[config.mk]
export PLATFORM = sky130hd
export DESIGN_NAME = nco_lut_scheduler
export DESIGN_NICKNAME = d
export VERILOG_FILES = /design/src/rtl/nco_lut_scheduler.sv
export SDC_FILE = /design/constraint.sdc
export NUM_CORES = 1
export LEC_CHECK = 0
export BUFFER_PORTS_ARGS = -buffer_cell sky130_fd_sc_hd__buf_2
export CORE_MARGIN = 1.5
export CORE_UTILIZATION = 30
export DETAILED_ROUTE_END_ITERATION = 8
export PLACE_DENSITY = 0.48
export SETUP_SLACK_MARGIN = 0.3
export SLEW_MARGIN = 20
export SYNTH_ARGS = -nofsm -noshare
export SYNTH_HDL_FRONTEND = slang
export SYNTH_SLANG_ARGS = --single-unit
[constraint.sdc]
create_clock -name clk -period 3.58 [get_ports clk]
set_input_delay 0.358 -clock clk [delete_from_list [all_inputs] [get_ports clk]]
set_output_delay 0.358 -clock clk [all_outputs]
set_load 0.005 [all_outputs]
[src/rtl/nco_lut_scheduler.sv]
// Two-channel NCO sequencer sharing one 1-cycle-latency synchronous sine LUT through a round-robin arbiter.
// Optional: define NCO_LUT_SCHED_OVR_CNT_EN to add per-channel saturating overrun counters on ovr_cnt.
module nco_lut_scheduler #(
   parameter int PHASE_W = 16,
   parameter int LUT_AW  = 4,
   parameter int DATA_W  = 8
) (
   input  logic               clk,
   input  logic               rst_n,
   input  logic               ch0_en,
   input  logic [PHASE_W-1:0] ch0_ftw,
   input  logic               ch0_tick,
   output logic [DATA_W-1:0]  ch0_sample,
   output logic               ch0_valid,
   input  logic               ch1_en,
   input  logic [PHASE_W-1:0] ch1_ftw,
   input  logic               ch1_tick,
   output logic [DATA_W-1:0]  ch1_sample,
   output logic               ch1_valid,
   input  logic               ovr_clr,
   output logic [1:0]         ch_overrun,
   output logic [LUT_AW-1:0]  lut_addr,
   input  logic [DATA_W-1:0]  lut_data,
   output logic               busy
`ifdef NCO_LUT_SCHED_OVR_CNT_EN
   ,
   output logic [15:0]        ovr_cnt
`endif
);

   logic [1:0]         en;
   logic [1:0]         tick;
   logic [1:0]         pend;
   logic [1:0]         req;
   logic [1:0]         gnt;
   logic [1:0]         ovr_ev;
   logic [1:0]         ovr_q;
   logic [1:0]         s1_sel;
   logic [1:0]         s2_sel;
   logic [1:0]         valid_q;
   logic               last_gnt;
   logic [LUT_AW-1:0]  addr_q;
   logic [PHASE_W-1:0] gnt_phase;
   logic [PHASE_W-1:0] phase    [2];
   logic [PHASE_W-1:0] ftw      [2];
   logic [DATA_W-1:0]  sample_q [2];

   assign en     = {ch1_en, ch0_en};
   assign tick   = {ch1_tick, ch0_tick};
   assign ftw[0] = ch0_ftw;
   assign ftw[1] = ch1_ftw;

   // A disabled channel never competes, so a grant never collides with its phase reset.
   assign req = pend & en;

   always_comb begin
      gnt = 2'b00;
      case (req)
         2'b01:   gnt = 2'b01;
         2'b10:   gnt = 2'b10;
         2'b11:   gnt = last_gnt ? 2'b01 : 2'b10;
         default: gnt = 2'b00;
      endcase
   end

   assign gnt_phase = gnt[1] ? phase[1] : phase[0];
   assign ovr_ev    = en & tick & pend & ~gnt;

   // Request capture and phase accumulation; a tick coinciding with a grant re-arms the request.
   always_ff @(posedge clk or negedge rst_n) begin
      if (!rst_n) begin
         for (int n = 0; n < 2; n++) begin
            pend[n]  <= 1'b0;
            phase[n] <= '0;
         end
      end else begin
         for (int n = 0; n < 2; n++) begin
            if (!en[n]) begin
               pend[n]  <= 1'b0;
               phase[n] <= '0;
            end else begin
               if (tick[n]) begin
                  pend[n] <= 1'b1;
               end else if (gnt[n]) begin
                  pend[n] <= 1'b0;
               end
               if (gnt[n]) begin
                  phase[n] <= phase[n] + ftw[n];
               end
            end
         end
      end
   end

   // last_gnt resets to channel 1 so channel 0 wins the first contested cycle.
   always_ff @(posedge clk or negedge rst_n) begin
      if (!rst_n) begin
         last_gnt <= 1'b1;
         addr_q   <= '0;
         s1_sel   <= 2'b00;
         s2_sel   <= 2'b00;
      end else begin
         if (|gnt) begin
            last_gnt <= gnt[1];
            addr_q   <= gnt_phase[PHASE_W-1 -: LUT_AW];
         end
         s1_sel <= gnt;
         s2_sel <= s1_sel;
      end
   end

   // Output contract: chN_valid is high for exactly one cycle, in which chN_sample
   // already holds the new word; there is no back-pressure, so consumers must accept it.
   always_ff @(posedge clk or negedge rst_n) begin
      if (!rst_n) begin
         valid_q <= 2'b00;
         for (int n = 0; n < 2; n++) begin
            sample_q[n] <= '0;
         end
      end else begin
         valid_q <= s2_sel;
         for (int n = 0; n < 2; n++) begin
            if (s2_sel[n]) begin
               sample_q[n] <= lut_data;
            end
         end
      end
   end

   // A fresh overrun beats a coincident clear so no event is silently lost.
   always_ff @(posedge clk or negedge rst_n) begin
      if (!rst_n) begin
         ovr_q <= 2'b00;
      end else begin
         for (int n = 0; n < 2; n++) begin
            if (ovr_ev[n]) begin
               ovr_q[n] <= 1'b1;
            end else if (ovr_clr) begin
               ovr_q[n] <= 1'b0;
            end
         end
      end
   end

`ifdef NCO_LUT_SCHED_OVR_CNT_EN
   logic [7:0] ovr_cnt_q [2];

   always_ff @(posedge clk or negedge rst_n) begin
      if (!rst_n) begin
         for (int n = 0; n < 2; n++) begin
            ovr_cnt_q[n] <= '0;
         end
      end else begin
         for (int n = 0; n < 2; n++) begin
            if (ovr_ev[n]) begin
               if (ovr_clr) begin
                  ovr_cnt_q[n] <= 8'd1;
               end else if (ovr_cnt_q[n] != 8'hFF) begin
                  ovr_cnt_q[n] <= ovr_cnt_q[n] + 8'd1;
               end
            end else if (ovr_clr) begin
               ovr_cnt_q[n] <= '0;
            end
         end
      end
   end

   assign ovr_cnt = {ovr_cnt_q[1], ovr_cnt_q[0]};
`endif

   assign ch0_sample = sample_q[0];
   assign ch1_sample = sample_q[1];
   assign ch0_valid  = valid_q[0];
   assign ch1_valid  = valid_q[1];
   assign ch_overrun = ovr_q;
   assign lut_addr   = addr_q;
   assign busy       = (|pend) | (|s1_sel) | (|s2_sel);

endmodule

==> reports/results.ini, run 1 <==
[clock_tree]
numClockSinks = 63
clkSlewWorstSetupHoldPaths_ps = 60
htreeDepth = 3
cts_root_buf = clkbuf_16
cts_resized = 0
tritoncts = done
postCtsSetupBuffers = 0
cts_buffers = 9
clk_latency_ps = 340
clock_path_buffers = 2
hold_buffers = 0

[placement]
io_buffer_count = 71
dpl.hpwl_um = 6500
place_area_sq_mm = 0.00432
place_congestion = 0.783

[power_and_ir_drop]
swShare_pct = 27.5
peakVddDrop_mv = 0.183
clkPwrFrac_pct = 42.4
p_seq_share_pct = 36.9
pwr-share-comb_pct = 20.7
p_leak_nw = 2.23
p_int_mw = 1.68
finalPower_mw = 2.31
p_sw_mw = 0.636
p_per_area_mw_per_mm2 = 496

[critical_path]
crit_required_ps = 3850
worstReg2RegEnd = phase[8]$_DFFE_PN0P_
reg2reg_setup_slack_ps = 1190
path_max_fanout = 3
cp_data_arrival_time_ps = 2660
worstSetupEndpointType = flop
ff2ff_path_depth = 10
critical_path_class = reg -> reg
rr_startpoint = phase[0]$_DFFE_PN0P_
cp-start-kind = flop

[logic_synthesis]
ys_types = 54
synth_area_sq_mm = 0.00379
synth_seq_area_share_pct = 41.6
synth_warnings = 0
syn_inst = 390
syn_nets = 469
synth_seq_cells = 63
synth.avg_cell_area_sq_um = 9.71
ys_async_sr_fraction_pct = 100
synth_flop_cell = dfrtp_1
synth_edf_count = 0

[finish]
nets = 540
fill_cells = 1275
final_core_util_pct = 38.3
layout-drive-gt1-share_pct = 24.9
final_area_sq_mm = 0.00466
n_antenna_cell = 0
area_growth_pct = 22.9

[timing]
tightest_slew_ps = 683
rsz0062_at_grt = false
finalHoldViolCount = 0
fin_crit_ps = 2390
setup-violations-final = 0
whs_ps = 62.2
slew_viol_final = 0
setup-tns-final_ps = 0
post-route-period-util_pct = 66.6
maxSlewHeadroom_pct = 54.3
skew_ps = 8.13
clock.fmax_mhz = 419

[grt]
antenna_found_initial = 0
grt_max_degree = 38
grt_util_all_layers_pct = 14.4
grt_pass1_vias = 3066
grt_overflow = 0
grt_pass1_wl_um = 14800

[die]
coreArea_sq_mm = 0.0122
initial_core_util_pct = 31.2
die_h_um = 115
top_level_ports = 72
die_area_sq_mm = 0.0133
rows = 40
die_x_um = 115

[route]
wl_met1_um = 4500
first_iter_violations = 124
wl_per_cell_um = 14.2
num_vias = 3131
routed_wl_um = 8990
met3WireLength_um = 364
drcViolationCount = 0
highest_layer = met4
drtPass1Iterations = 4
via_per_inst = 4.94
ant_nets = 0
wl_met2_um = 3980

[job]
max_cap_viol_count = 0

[run_status]
status = completed

[min_path]
hp-class = in -> async

[worst max-delay path, cell delays in order, from the launching register on]
cell and delay, ps:
dfrtp_1 350, ha_1 190, inv_1 60, fa_1 400, nor2b_1 170, o31a_1 180, o21ai_0 80, nand2b_1 110
a21oi_1 90, or4b_2 610, nand3_1 80
[layout make-up]
type	count	area, sq um	area share, %
clock inverters	5	80.1	1.72
inverters	13	48.8	1.05
well taps	168	210	4.51
flip-flops and latches	63	1580	33.9
multi-input cells	300	2110	45.3
repair buffers	74	378	8.12
clock buffers	11	253	5.43
[cell families (layout without fill, tap and decap cells)]
| kind of cell | Yosys count | after routing | synth area share (%) |
|---|---|---|---|
| xor gates and xnor gates | 21 | 21 | 4.85 |
| AOI/OAI and AO/OA | 113 | 113 | 18.9 |
| adders and majority gates | 32 | 32 | 11.0 |
| and+or+nand+nor | 116 | 116 | 15.6 |
| DFF | 63 | 63 | 41.6 |
| muxes | 18 | 18 | 5.28 |
| buffers and inverters | 27 | 103 | 2.71 |
[cells in the final DEF, fill, tap and decap left out, types with 3 or more instances in the layout]
master / count
a211oi_1: 3
a21o_1: 13
a21oi_1: 23
a31oi_1: 3
and3_1: 3
buf_2: 71
buf_4: 3
clkbuf_16: 9
dfrtp_1: 62
ha_1: 30
inv_1: 13
mux2_2: 16
nand2_1: 27
nand3_1: 30
nand3b_1: 3
nand4_1: 5
nor2_1: 22
nor2b_1: 6
nor3_1: 5
nor3b_1: 3
o21a_1: 8
o21ai_0: 34
o22ai_1: 7
xnor2_1: 8
xor2_1: 13
[sequential cells by signal, indices dropped and copies added (netlist names)]
register	count
valid_q	2
ch1_sample	8
ch_overrun	2
ch0_sample	8
lut_addr	4
last_gnt	1
phase	32
pend	2
s1_sel	2
s2_sel	2
[routing by layer]
metal,track usage [%],vias to the layer above
met4,5.19,0
met5,0,-
met2,22.9,58
met1,18.5,1487
met3,4.16,11
li1,-,1575
[power by group through the flow]
stage | registers (mW) | logic, mW | clock network [mW]
2_1_floorplan | 0.858 | 0.320 | 0
6_report | 0.853 | 0.480 | 0.979
5_1_grt | 0.864 | 0.544 | 1.04
3_5_place_dp | 0.866 | 0.482 | 0
3_3_place_gp | 0.864 | 0.477 | 0
4_1_cts | 0.854 | 0.486 | 1.01
[metrics by stage]
step                setup slack [ps]  cells
finish                          1190    634
global route                    1000    634
CTS                             1200    634
detailed placement              1110    618
global placement                1140    618
floorplan                       1350    390
[worst max path at each step]
stage | start | to | slack, ps | cells past startpoint
floorplan | ch1_ftw[0] | phase[8]$_DFFE_PN0P_ | 1350 | 10
finish | phase[0]$_DFFE_PN0P_ | phase[8]$_DFFE_PN0P_ | 1190 | 10
global placement | ch1_ftw[0] | phase[8]$_DFFE_PN0P_ | 1140 | 11
global route | phase[0]$_DFFE_PN0P_ | phase[8]$_DFFE_PN0P_ | 1000 | 10
CTS | phase[0]$_DFFE_PN0P_ | phase[8]$_DFFE_PN0P_ | 1200 | 10
detailed placement | ch1_ftw[0] | phase[8]$_DFFE_PN0P_ | 1110 | 11
[cell usage after synthesis (5+ instances only)]
| cell type | instances | area (sq um) |
|---|---|---|
| dfrtp_1 | 62 | 1550 |
| o21ai_0 | 34 | 170 |
| ha_1 | 30 | 375 |
| nand3_1 | 30 | 150 |
| nand2_1 | 27 | 101 |
| a21oi_1 | 23 | 115 |
| nor2_1 | 22 | 82.6 |
| mux2_2 | 16 | 180 |
| a21o_1 | 13 | 97.6 |
| clkbuf_1 | 13 | 48.8 |
| inv_1 | 13 | 48.8 |
| xor2_1 | 13 | 114 |
| o21a_1 | 8 | 60.1 |
| xnor2_1 | 8 | 70.1 |
| o22ai_1 | 7 | 43.8 |
| nor2b_1 | 6 | 37.5 |
| nand4_1 | 5 | 31.3 |
| nor3_1 | 5 | 25.0 |
(Power assumes the default switching activity.)
==> inputs of run 2 (changes only) <==
--- a/config.mk
+++ b/config.mk
@@ -9,7 +9,7 @@
 export CORE_MARGIN = 1.5
 export CORE_UTILIZATION = 30
 export DETAILED_ROUTE_END_ITERATION = 8
-export PLACE_DENSITY = 0.48
+export PLACE_DENSITY = 0.5
 export SETUP_SLACK_MARGIN = 0.3
 export SLEW_MARGIN = 20
 export SYNTH_ARGS = -nofsm -noshare
==> constraint.sdc (replaced) <==
create_clock -name clk -period 1.94 [get_ports clk]
set_input_delay 0.194 -clock clk [delete_from_list [all_inputs] [get_ports clk]]
set_output_delay 0.194 -clock clk [all_outputs]
set_load 0.005 [all_outputs]
==> run 2 against run 1 <==
Critical path type unchanged. Combinational power increased by 150%. Clock power up 56%. Count of clock-buffer cells in the layout fell by 2. The flow now finishes with violations (negative setup slack). Sequential share of layout area fell by 4.8 points. Worst hold slack worse by 12 ps. Routed wire length increased by 11%. Final cell count increased by 11%. Clock skew down 2.8 ps.
==> reports/results.ini, run 2 (synthesis gave the netlist of run 1 again) <==
[grt]
grt_overflow = 0  ; unchanged
grt_pass1_vias = 3300  ; was 3066
grt_max_degree = 47  ; was 38
globalRouteMet2Util_pct = 26.4  ; was 22.9%
gr-max-usage-layer = met2  ; unchanged
antenna_found_initial = 0  ; unchanged
met3_usage_pct = 5.22  ; was 4.16%
grt_util_all_layers_pct = 15.9  ; was 14.4%
grt.met1_usage_pct = 20.0  ; was 18.5%
grt_pass1_wl_um = 16100  ; was 14800 um

[clock_tree]
clock_path_buffers = 2  ; unchanged
clk_latency_ps = 340  ; about the same
cts_root_buf = clkbuf_16  ; unchanged
numClockSinks = 63  ; unchanged
cts_buffers = 9  ; unchanged
clkSlewWorstSetupHoldPaths_ps = 60  ; about the same
htreeDepth = 3  ; unchanged
tritoncts = done  ; unchanged

[critical_path]
cp_data_arrival_time_ps = 2420  ; was 2660 ps
critPathSlowestCell = dfrtp_1  ; was or4b_2
rr_startpoint = phase[16]$_DFFE_PN0P_  ; was phase[0]$_DFFE_PN0P_
ff2ff_path_depth = 10  ; unchanged
worstSetupEndpointType = flop  ; unchanged
cp-start-kind = flop  ; unchanged
worstReg2RegEnd = phase[26]$_DFFE_PN0P_  ; was phase[8]$_DFFE_PN0P_
crit_required_ps = 2190  ; was 3850 ps
crit_path_cell_trace = ha_2 -> inv_2 -> fa_2 -> nor2b_2 -> o31a_1 -> o21a_1 -> o2111ai_1 -> a21boi_1 -> o21a_1 -> o31ai_2  ; was ha_1 -> inv_1 -> fa_1 -> nor2b_1 -> o31a_1 -> o21ai_0 -> nand2b_1 -> a21oi_1 -> or4b_2 -> nand3_1
crit_family = compound AO/OA/AOI/OAI gates  ; was simple AND/OR/NAND/NOR gates
path_buf_inv = 1  ; unchanged
reg2reg_setup_slack_ps = -230  ; was 1190 ps
critical_path_class = reg -> reg  ; unchanged
slowest_delay_ps = 380  ; was 610 ps
cp_common_cell = o21a_1
path_max_fanout = 3  ; unchanged

[finish]
nets = 608  ; was 540
regMostFlops = phase  ; unchanged
n_antenna_cell = 0  ; unchanged
largest_reg_flops = 32  ; unchanged
layout-drive-gt1-share_pct = 43.3  ; was 24.9%
fill_cells = 1201  ; was 1275
area_growth_pct = 43.4  ; was 22.9%
final_cells = 702  ; was 634
layout_common_cells = 71 x buf_2, 62 x buf_4, 61 x dfrtp_1  ; was 71 x buf_2, 62 x dfrtp_1, 34 x o21ai_0
final_area_sq_mm = 0.00543  ; was 0.00466 sq mm
final_common_cell = buf_2  ; unchanged
final_core_util_pct = 44.7  ; was 38.3%

[route]
num_vias = 3384  ; was 3131
ant_nets = 0  ; unchanged
via_per_inst = 4.82  ; was 4.94
first_iter_violations = 164  ; was 124
wl_per_cell_um = 14.2  ; about the same
routed_wl_um = 9940  ; was 8990 um
drtPass1Iterations = 4  ; unchanged
drcViolationCount = 0  ; unchanged

[power_and_ir_drop]
p_seq_share_pct = 36.7  ; was 36.9%
clkPwrFrac_pct = 35.5  ; was 42.4%
pwr-share-comb_pct = 27.8  ; was 20.7%
p_int_mw = 2.99  ; was 1.68 mW
p_per_area_mw_per_mm2 = 794  ; was 496 mW/mm^2
p_sw_mw = 1.32  ; was 0.636 mW
peakVddDrop_mv = 0.326  ; was 0.183 mV
p_leak_nw = 2.60  ; was 2.23 nW
swShare_pct = 30.6  ; was 27.5%

[placement]
place_area_sq_mm = 0.00482  ; was 0.00432 sq mm
io_buffer_count = 71  ; unchanged
dp_cells = 664  ; was 618
dpl.hpwl_um = 7090  ; was 6500 um
place_congestion = 0.771  ; was 0.783

[timing]
setup-tns-final_ps = -1680  ; was 0 ps
setup-violations-final = 14  ; was 0
clock.fmax_mhz = 460  ; was 419 MHz
maxSlewHeadroom_pct = 69.6  ; was 54.3%
skew_ps = 5.35  ; was 8.13 ps
fin_crit_ps = 2170  ; was 2390 ps
tightest_slew_ps = 456  ; was 683 ps
post-route-period-util_pct = 112  ; was 66.6%
finalHoldViolCount = 0  ; unchanged
slew_viol_final = 0  ; unchanged
post-route-worst-setup-slack_ps = -234  ; was 1190 ps
rsz0062_at_grt = true  ; was false

[die]
initial_core_util_pct = 31.2  ; unchanged
die_area_sq_mm = 0.0133  ; unchanged
top_level_ports = 72  ; unchanged
die_h_um = 115  ; unchanged
rows = 40  ; unchanged
coreArea_sq_mm = 0.0122  ; unchanged
die_x_um = 115  ; unchanged

[run_status]
violations = negative setup slack
status = finished with violations  ; was completed

[min_path]
worstHoldEndpoint = ch_overrun[1]$_DFFE_PN0P_
min_from = ovr_clr
hold_depth = 2
hp-class = in -> reg  ; was in -> async

[job]
max_cap_viol_count = 0  ; unchanged

-- run 2: power by group through the flow --
stage	Sequential, mW	Combinational [mW]	Clock (mW)
finish	1.58	1.20	1.53
global route	1.60	1.34	1.65
CTS	1.58	1.16	1.59
detailed placement	1.61	1.08	0
global placement	1.60	1.07	0
floorplan	1.59	0.642	0
-- run 2: layout make-up --
class                           instances  area (sq um)  area share, %
Multi-Input combinational cell        300          2380           43.9
Sequential cell                        63          1580           29.1
Timing Repair Buffer                  142           930           17.1
Clock buffer                            9           225           4.14
Tap cell                              168           210           3.87
Clock inverter                          7          56.3           1.04
Inverter                               13          48.8          0.898
-- run 2: how the worst max path moves through the flow --
stage,startpoint,end,cells past startpoint
2_1_floorplan,phase[0]$_DFFE_PN0P_,phase[8]$_DFFE_PN0P_,10
3_3_place_gp,phase[0]$_DFFE_PN0P_,phase[12]$_DFFE_PN0P_,11
3_5_place_dp,phase[0]$_DFFE_PN0P_,phase[12]$_DFFE_PN0P_,11
4_1_cts,phase[0]$_DFFE_PN0P_,phase[8]$_DFFE_PN0P_,10
5_1_grt,phase[16]$_DFFE_PN0P_,phase[26]$_DFFE_PN0P_,10
6_report,phase[16]$_DFFE_PN0P_,phase[26]$_DFFE_PN0P_,10
-- run 2: layer usage --
metal | vias to the layer above | part of all wire [%]
met2 | 66 | 48
met1 | 1606 | 47
li1 | 1706 | -
met5 | - | 0
met4 | 0 | 0.98
met3 | 6 | 4.7
-- run 2: repair_timing --
action                     4_1_cts  5_1_grt
gates resized for setup         27       20
hold endpoints to repair        17        0
buffers inserted                13        8
hold buffers                     1        0
pin swaps                       32       28
setup endpoints to repair       31       32
-- run 2: worst reg2reg max path: cells and delay by family (launching register included) --
| kind | cells | cell delay [ps] |
|---|---|---|
| AND/OR/NAND/NOR | 1 | 60 |
| buffers and inverters | 1 | 50 |
| flip-flops | 1 | 380 |
| adder cells (fa/ha/maj) | 2 | 380 |
| AO/OA/AOI/OAI | 6 | 1210 |
-- run 2: through the flow --
stage / setup slack, ps / hold WS (ps) / power [mW]
finish: -234 / 50.1 / 4.32
global route: -329 / 49.1 / 4.59
CTS: -172 / 38.5 / 4.33
detailed placement: -271 / 159 / 2.68
global placement: -232 / 157 / 2.66
floorplan: -130 / -102 / 2.23
